--- src/rtl/uart_bus_loader.sv ---
`default_nettype none
`timescale 1ns/1ps
// ============================================================================
// Module   : uart_bus_loader
// Purpose  : Receives a framed program image over a UART line and writes it
//            into the RAM window through the CPU bus, holding the CPU in
//            reset while the bus is owned by the loader.
//            Frame: HEADER, LEN (0 = 256), LEN data bytes, CHK (mod-256 sum).
// Ports    : clock        - system clock
//            reset        - asynchronous, active-low reset
//            rx           - UART receive line (idle high, asynchronous)
//            bus_address  - write address (19 bits)
//            bus_write_en - single-cycle write strobe
//            bus_data_out - write data (8 bits)
//            cpu_reset    - active-low CPU reset; 0 = loader owns the bus
//            busy         - frame in progress
//            error        - sticky: last frame failed
// Revision : 1.0 - initial release
// ============================================================================
module uart_bus_loader #(
  parameter int          CLKS_PER_BIT = 104,
  parameter logic [18:0] BASE_ADDR    = 19'h0FF00,
  parameter logic [7:0]  HEADER       = 8'hA5
) (
  input  logic        clock,
  input  logic        reset,
  input  logic        rx,
  output logic [18:0] bus_address,
  output logic        bus_write_en,
  output logic [7:0]  bus_data_out,
  output logic        cpu_reset,
  output logic        busy,
  output logic        error
);

  localparam int           CW        = $clog2(CLKS_PER_BIT);
  localparam logic [CW-1:0] c_FULL   = CW'(CLKS_PER_BIT - 1);
  localparam logic [CW-1:0] c_HALF   = CW'(CLKS_PER_BIT / 2 - 1);

  // Receiver states
  localparam logic [1:0] RX_IDLE  = 2'd0;
  localparam logic [1:0] RX_START = 2'd1;
  localparam logic [1:0] RX_DATA  = 2'd2;
  localparam logic [1:0] RX_STOP  = 2'd3;

  // Frame states
  localparam logic [2:0] M_IDLE  = 3'd0;
  localparam logic [2:0] M_LEN   = 3'd1;
  localparam logic [2:0] M_DATA  = 3'd2;
  localparam logic [2:0] M_CHECK = 3'd3;
  localparam logic [2:0] M_DONE  = 3'd4;
  localparam logic [2:0] M_ERROR = 3'd5;

  // --------------------------------------------------------------------------
  // UART receiver
  // --------------------------------------------------------------------------
  logic          r_rx_s1, r_rx_s2, r_rx_d;
  logic [1:0]    r_rx_state;
  logic [CW-1:0] r_rx_cnt;
  logic [2:0]    r_bit_idx;
  logic [7:0]    r_shift;

  logic       w_stop_sample;
  logic       w_byte_valid;
  logic       w_frame_err;
  logic [7:0] w_rx_byte;

  // The stop sample is the instant a byte completes; the shift register
  // already holds all eight data bits at that point.
  assign w_stop_sample = (r_rx_state == RX_STOP) && (r_rx_cnt == c_FULL);
  assign w_byte_valid  = w_stop_sample &&  r_rx_s2;
  assign w_frame_err   = w_stop_sample && !r_rx_s2;
  assign w_rx_byte     = r_shift;

  always_ff @(posedge clock or negedge reset) begin
    if (!reset) begin
      r_rx_s1    <= 1'b1;
      r_rx_s2    <= 1'b1;
      r_rx_d     <= 1'b1;
      r_rx_state <= RX_IDLE;
      r_rx_cnt   <= '0;
      r_bit_idx  <= 3'd0;
      r_shift    <= 8'd0;
    end else begin
      r_rx_s1 <= rx;
      r_rx_s2 <= r_rx_s1;
      r_rx_d  <= r_rx_s2;
      case (r_rx_state)
        RX_IDLE: begin
          // Edge (not level) start so a line stuck low after a framing
          // error does not retrigger endlessly.
          if (r_rx_d && !r_rx_s2) begin
            r_rx_state <= RX_START;
            r_rx_cnt   <= '0;
          end
        end
        RX_START: begin
          if (r_rx_cnt == c_HALF) begin
            r_rx_cnt <= '0;
            if (r_rx_s2) begin
              r_rx_state <= RX_IDLE;     // glitch, not a start bit
            end else begin
              r_rx_state <= RX_DATA;
              r_bit_idx  <= 3'd0;
            end
          end else begin
            r_rx_cnt <= r_rx_cnt + 1'b1;
          end
        end
        RX_DATA: begin
          if (r_rx_cnt == c_FULL) begin
            r_rx_cnt <= '0;
            r_shift  <= {r_rx_s2, r_shift[7:1]};
            if (r_bit_idx == 3'd7) r_rx_state <= RX_STOP;
            else                   r_bit_idx  <= r_bit_idx + 3'd1;
          end else begin
            r_rx_cnt <= r_rx_cnt + 1'b1;
          end
        end
        default: begin // RX_STOP
          if (r_rx_cnt == c_FULL) begin
            r_rx_cnt   <= '0;
            r_rx_state <= RX_IDLE;
          end else begin
            r_rx_cnt <= r_rx_cnt + 1'b1;
          end
        end
      endcase
    end
  end

  // --------------------------------------------------------------------------
  // Frame state machine and bus initiator
  // --------------------------------------------------------------------------
  logic [2:0]  r_state;
  logic [8:0]  r_count;
  logic [7:0]  r_sum;
  logic [18:0] r_addr;
  logic [7:0]  r_data;
  logic        r_we;
  logic        r_cpu_reset;
  logic        r_busy;
  logic        r_error;

  always_ff @(posedge clock or negedge reset) begin
    if (!reset) begin
      r_state     <= M_IDLE;
      r_count     <= 9'd0;
      r_sum       <= 8'd0;
      r_addr      <= BASE_ADDR;
      r_data      <= 8'd0;
      r_we        <= 1'b0;
      r_cpu_reset <= 1'b1;
      r_busy      <= 1'b0;
      r_error     <= 1'b0;
    end else begin
      r_we <= 1'b0;
      case (r_state)
        M_IDLE: begin
          if (w_byte_valid && (w_rx_byte == HEADER)) begin
            r_state     <= M_LEN;
            r_cpu_reset <= 1'b0;
            r_busy      <= 1'b1;
            r_error     <= 1'b0;
          end
        end
        M_LEN: begin
          if (w_frame_err) begin
            r_state <= M_ERROR;
          end else if (w_byte_valid) begin
            r_count <= (w_rx_byte == 8'd0) ? 9'd256 : {1'b0, w_rx_byte};
            r_addr  <= BASE_ADDR;
            r_sum   <= 8'd0;
            r_state <= M_DATA;
          end
        end
        M_DATA: begin
          if (r_we) begin
            // Cycle after the strobe: advance within the 256-byte window.
            r_addr  <= {r_addr[18:8], r_addr[7:0] + 8'd1};
            r_sum   <= r_sum + r_data;
            r_count <= r_count - 9'd1;
            if (r_count == 9'd1) r_state <= M_CHECK;
          end else if (w_frame_err) begin
            r_state <= M_ERROR;
          end else if (w_byte_valid) begin
            r_data <= w_rx_byte;
            r_we   <= 1'b1;
          end
        end
        M_CHECK: begin
          if (w_frame_err) begin
            r_state <= M_ERROR;
          end else if (w_byte_valid) begin
            r_state <= (w_rx_byte == r_sum) ? M_DONE : M_ERROR;
          end
        end
        M_DONE: begin
          r_cpu_reset <= 1'b1;
          r_busy      <= 1'b0;
          r_state     <= M_IDLE;
        end
        M_ERROR: begin
          // CPU stays held until a later frame verifies.
          r_error <= 1'b1;
          r_busy  <= 1'b0;
          r_state <= M_IDLE;
        end
        default: r_state <= M_IDLE;
      endcase
    end
  end

  assign bus_address  = r_addr;
  assign bus_write_en = r_we;
  assign bus_data_out = r_data;
  assign cpu_reset    = r_cpu_reset;
  assign busy         = r_busy;
  assign error        = r_error;

endmodule
`default_nettype wire
--- config.mk ---
export PLATFORM = sky130hd
export DESIGN_NAME = uart_bus_loader
export DESIGN_NICKNAME = d
export VERILOG_FILES = /design/src/rtl/uart_bus_loader.sv
export SDC_FILE = /design/constraint.sdc
export NUM_CORES = 1
export LEC_CHECK = 0
export BUFFER_PORTS_ARGS = -buffer_cell sky130_fd_sc_hd__buf_4
export CORE_MARGIN = 3
export CORE_UTILIZATION = 59
export DETAILED_ROUTE_END_ITERATION = 16
export PLACE_DENSITY = 0.76
export SYNTH_ARGS = -nofsm -noshare
export SYNTH_HDL_FRONTEND = slang
export SYNTH_SLANG_ARGS = --single-unit
--- constraint.sdc ---
create_clock -name clock -period 2.1 [get_ports clock]
set_input_delay 0 -clock clock [delete_from_list [all_inputs] [get_ports clock]]
set_output_delay 0 -clock clock [all_outputs]
set_load 0.05 [all_outputs]
==> run_results.csv <==
group,metric,value,unit
run_status,status,"finished clean",
yosys,synth_edf_count,0,
clocking,clock-sinks,64,
finish,insertedDiodeCount,0,
global_routing,grt_pass1_wl,12.6,mm
placement,portBuffers,30,
yosys,synth_commonest_cells,"dfrtp_1, nand2_1, o21ai_0, nor2_1, mux2_2",
routing,drt_iter0_drc,214,
setup_path,crit_path_max_incr_delay,0.46,ns
floorplanning,row_count,27,
global_routing,met1_usage,30.9,%
setup_path,r2r_slack,0.10,ns
setup_path,worstReg2RegEnd,"r_sum[7]$_DFFE_PN0P_",
yosys,synthFlopType,"dfrtp_1",
setup_path,cp_cell_sequence,"ha_4, a21oi_2, o211ai_1, o41ai_2, xor2_1, or3_1, nand3_1",
routing,routed-via-count,2687,
power_and_ir_drop,worst_ir_drop_vdd,437,uV
clocking,clk_latency,0.34,ns
global_routing,grtUsageMet3,4.17,%
routing,route.detailed.drc,0,
timing,slew_violations,0,
finish,layout-drive-gt1-share,30.5,%
placement,placed_area,0.00383,mm^2
setup_path,timing.rr.start,"bus_data_out[1]$_DFFE_PN0P_",
finish,area_growth,15.9,%
routing,wire_per_inst,16.2,um
setup_path,cp.buffers_inverters,0,
setup_path,critPathKind,"register to register",
timing,fmax,500,MHz
global_routing,grt_pass1_vias,2597,
timing,clock_skew,0.00973,ns
power_and_ir_drop,switching_share,27.2,%
yosys,synth_most_common_cell,"dfrtp_1",
routing,vias_per_cell,5.82,
floorplanning,fp.dieH,83.4,um
hold_path,hp-class,"input pin to asynchronous set/reset pin",
timing,finalHoldWorstSlack,0.298,ns
clocking,cts_root_buffer,"clkbuf_8",
timing,slew_headroom,46.5,%
yosys,netlist_area,0.00354,mm^2
routing,drtAntennaViolNets,0,
yosys,synthCells,337,
global_routing,grt_max_degree,65,
clocking,cts_tree,"yes",
yosys,synth.top_cell.area_share,41.7,%
power_and_ir_drop,power.density,625,mW/mm^2
placement,hpwl,5.04,mm
global_routing,grt_usage,22.3,%
global_routing,met2_usage,34.7,%
setup_path,crit_required,2.37,ns
power_and_ir_drop,combPwrFrac,13.0,%
timing,setup_violations,0,
setup_path,r2r_cells,7,
timing,min_period,2.00,ns
power_and_ir_drop,sequentialPowerShare,53.0,%
finish,finalNetCount,402,
floorplanning,initial_utilization,62.7,%
finish,fin_area,0.00410,mm^2
setup_path,crit_arrival,2.27,ns
finish,fin_util,72.7,%
timing,rsz0062_at_grt,"no",
timing,hold_viol,0,
clocking,path_clk_slew,0.07,ns
global_routing,grt.busiest_layer,"met2",
yosys,synthArstFlopShare,100,%
finish,nFillCells,432,
yosys,synth_area_per_cell,10.5,um^2
power_and_ir_drop,p_switching,0.000697,W
yosys,ys_warn_count,0,
timing,finalSetupTns,0,ns
setup_path,start_kind,"register",
yosys,yosysUniqueCellTypes,61,
power_and_ir_drop,p_int,0.00187,W
timing,worstMarginPinSlew,0.803,ns
clocking,htreeDepth,3,
run,drv_cap,0,
global_routing,gr-total-overflow,0,
floorplanning,die_width,83.4,um
clocking,ctsLongestPathBuffers,2,
floorplanning,core-area,0.00564,mm^2
yosys,synthTopCellsByArea,"dfrtp_1, mux2_2, ha_1",
setup_path,critPathTopFamily,"compound AO/OA/AOI/OAI gates",
placement,gp_congestion,0.894,
setup_path,path_max_fanout,4,
timing,period_share,95.1,%
clocking,cts_buffers,9,
power_and_ir_drop,p_leak,1.95,nW
routing,dr.pass1.iters,4,
yosys,synth_top_cell_by_area,"dfrtp_1",
yosys,yosysSeqAreaShare,45.5,%
floorplanning,io_pins,34,
routing,routed_wl,7.50,mm
setup_path,endpoint_kind,"register",
power_and_ir_drop,clkPwrFrac,34.0,%
yosys,synth-seq-cells,64,
setup_path,crit_path_top_delay_cell,"dfrtp_2",
floorplanning,dieArea,0.00696,mm^2
global_routing,antenna_found_initial,0,
registers in the layout, indices dropped and copies added, names as in the netlist:
| name | cells |
|---|---|
| r_sum | 8 |
| r_rx_cnt | 7 |
| r_rx_d | 1 |
| r_state | 3 |
| cpu_reset | 1 |
| r_rx_s2 | 1 |
| r_bit_idx | 3 |
| r_count | 9 |
| r_rx_state | 2 |
| r_shift | 8 |
| bus_data_out | 8 |
| r_rx_s1 | 1 |
| busy | 1 |
| error | 1 |
| bus_write_en | 1 |
| bus_address | 9 |
layout by cell type (no fill, tap or decap), drive strengths merged, types with 5 or more instances in the layout:
cell    Yosys  routed
and3        6       6
nand3      12      12
mux2       18      18
dfstp       5       5
nand2      32      32
clkbuf      4      14
o21ai      31      31
nand4       9       9
xnor2      11      11
a21oi      16      16
nor2       25      25
xor2       11      11
buf        15      52
ha         13      13
nor3        5       5
dfrtp      59      59
inv         9       9
what timing repair did:
item / 4_1_cts / 5_1_grt
endpoints found under the hold margin: 60 / 0
resized for setup: 2 / 9
hold buffers: 2 / 0
cloned: 0 / 0
setup buffers: 0 / 4
endpoints found under the setup margin: 4 / 15
pin swaps: 1 / 6
through the flow:
stage | cells | power, W | setup slack, ns
3_3_place_gp | 440 | 0.00161 | 0.102
2_1_floorplan | 339 | 0.00153 | 0.0199
3_5_place_dp | 440 | 0.00163 | -0.0345
5_1_grt | 462 | 0.00268 | 0.00133
4_1_cts | 458 | 0.00250 | 0.0439
6_report | 462 | 0.00256 | 0.102
area by class of cell:
class                   instances  area (um^2)  area share, %
clock buffers                  14          143           3.48
clock inverters                 2         10.0          0.244
inverters                       9         33.8          0.824
multi-input cells             247         1800           43.9
flip-flops and latches         64         1610           39.3
well taps                      72         90.1           2.20
repair buffers                 54          410           10.0
cell families (layout without fill, tap and decap cells):
kind of cell,Yosys count,after routing,share of synthesized area (%)
simple gates,117,117,19.0
other cells,1,3,0.106
compound gates,73,73,13.5
fa+ha+maj,14,14,5.16
flops,64,64,45.5
xor+xnor,22,22,5.45
mux,18,18,5.73
buf+inv,28,79,5.59
worst register-to-register path, cell delays in order (launching register included):
cell	delay, ns
dfrtp_2	0.46
ha_4	0.25
a21oi_2	0.18
o211ai_1	0.15
o41ai_2	0.37
xor2_1	0.13
or3_1	0.31
nand3_1	0.08
power groups by stage:
stage | Sequential [W] | Clock (W) | Combinational (W)
floorplan | 0.00136 | 0 | 0.000171
global placement | 0.00136 | 0 | 0.000248
detailed placement | 0.00137 | 0 | 0.000261
CTS | 0.00135 | 0.000884 | 0.000268
global route | 0.00137 | 0.000942 | 0.000375
finish | 0.00136 | 0.000871 | 0.000332
how the worst max path moves through the flow:
stage	start	end	slack, ns	cells past startpoint
floorplan	bus_data_out[0]$_DFFE_PN0P_	r_sum[6]$_DFFE_PN0P_	0.02	8
global placement	bus_data_out[0]$_DFFE_PN0P_	r_sum[6]$_DFFE_PN0P_	0.10	8
detailed placement	r_rx_cnt[0]$_DFFE_PN0N_	r_bit_idx[0]$_DFFE_PN0P_	-0.03	6
CTS	r_rx_cnt[0]$_DFFE_PN0N_	r_rx_cnt[3]$_DFFE_PN0N_	0.04	7
global route	r_sum[2]$_DFFE_PN0P_	r_sum[7]$_DFFE_PN0P_	0.001	7
finish	bus_data_out[1]$_DFFE_PN0P_	r_sum[7]$_DFFE_PN0P_	0.10	7
routing by layer:
metal	up-vias	part of all wire [%]	wire, um
li1	1295	-	-
met1	1304	45	3410
met2	82	48	3620
met3	6	5.4	407
met4	0	0.96	72
met5	-	0	0
Note: power is estimated with default switching activity, not from simulation.
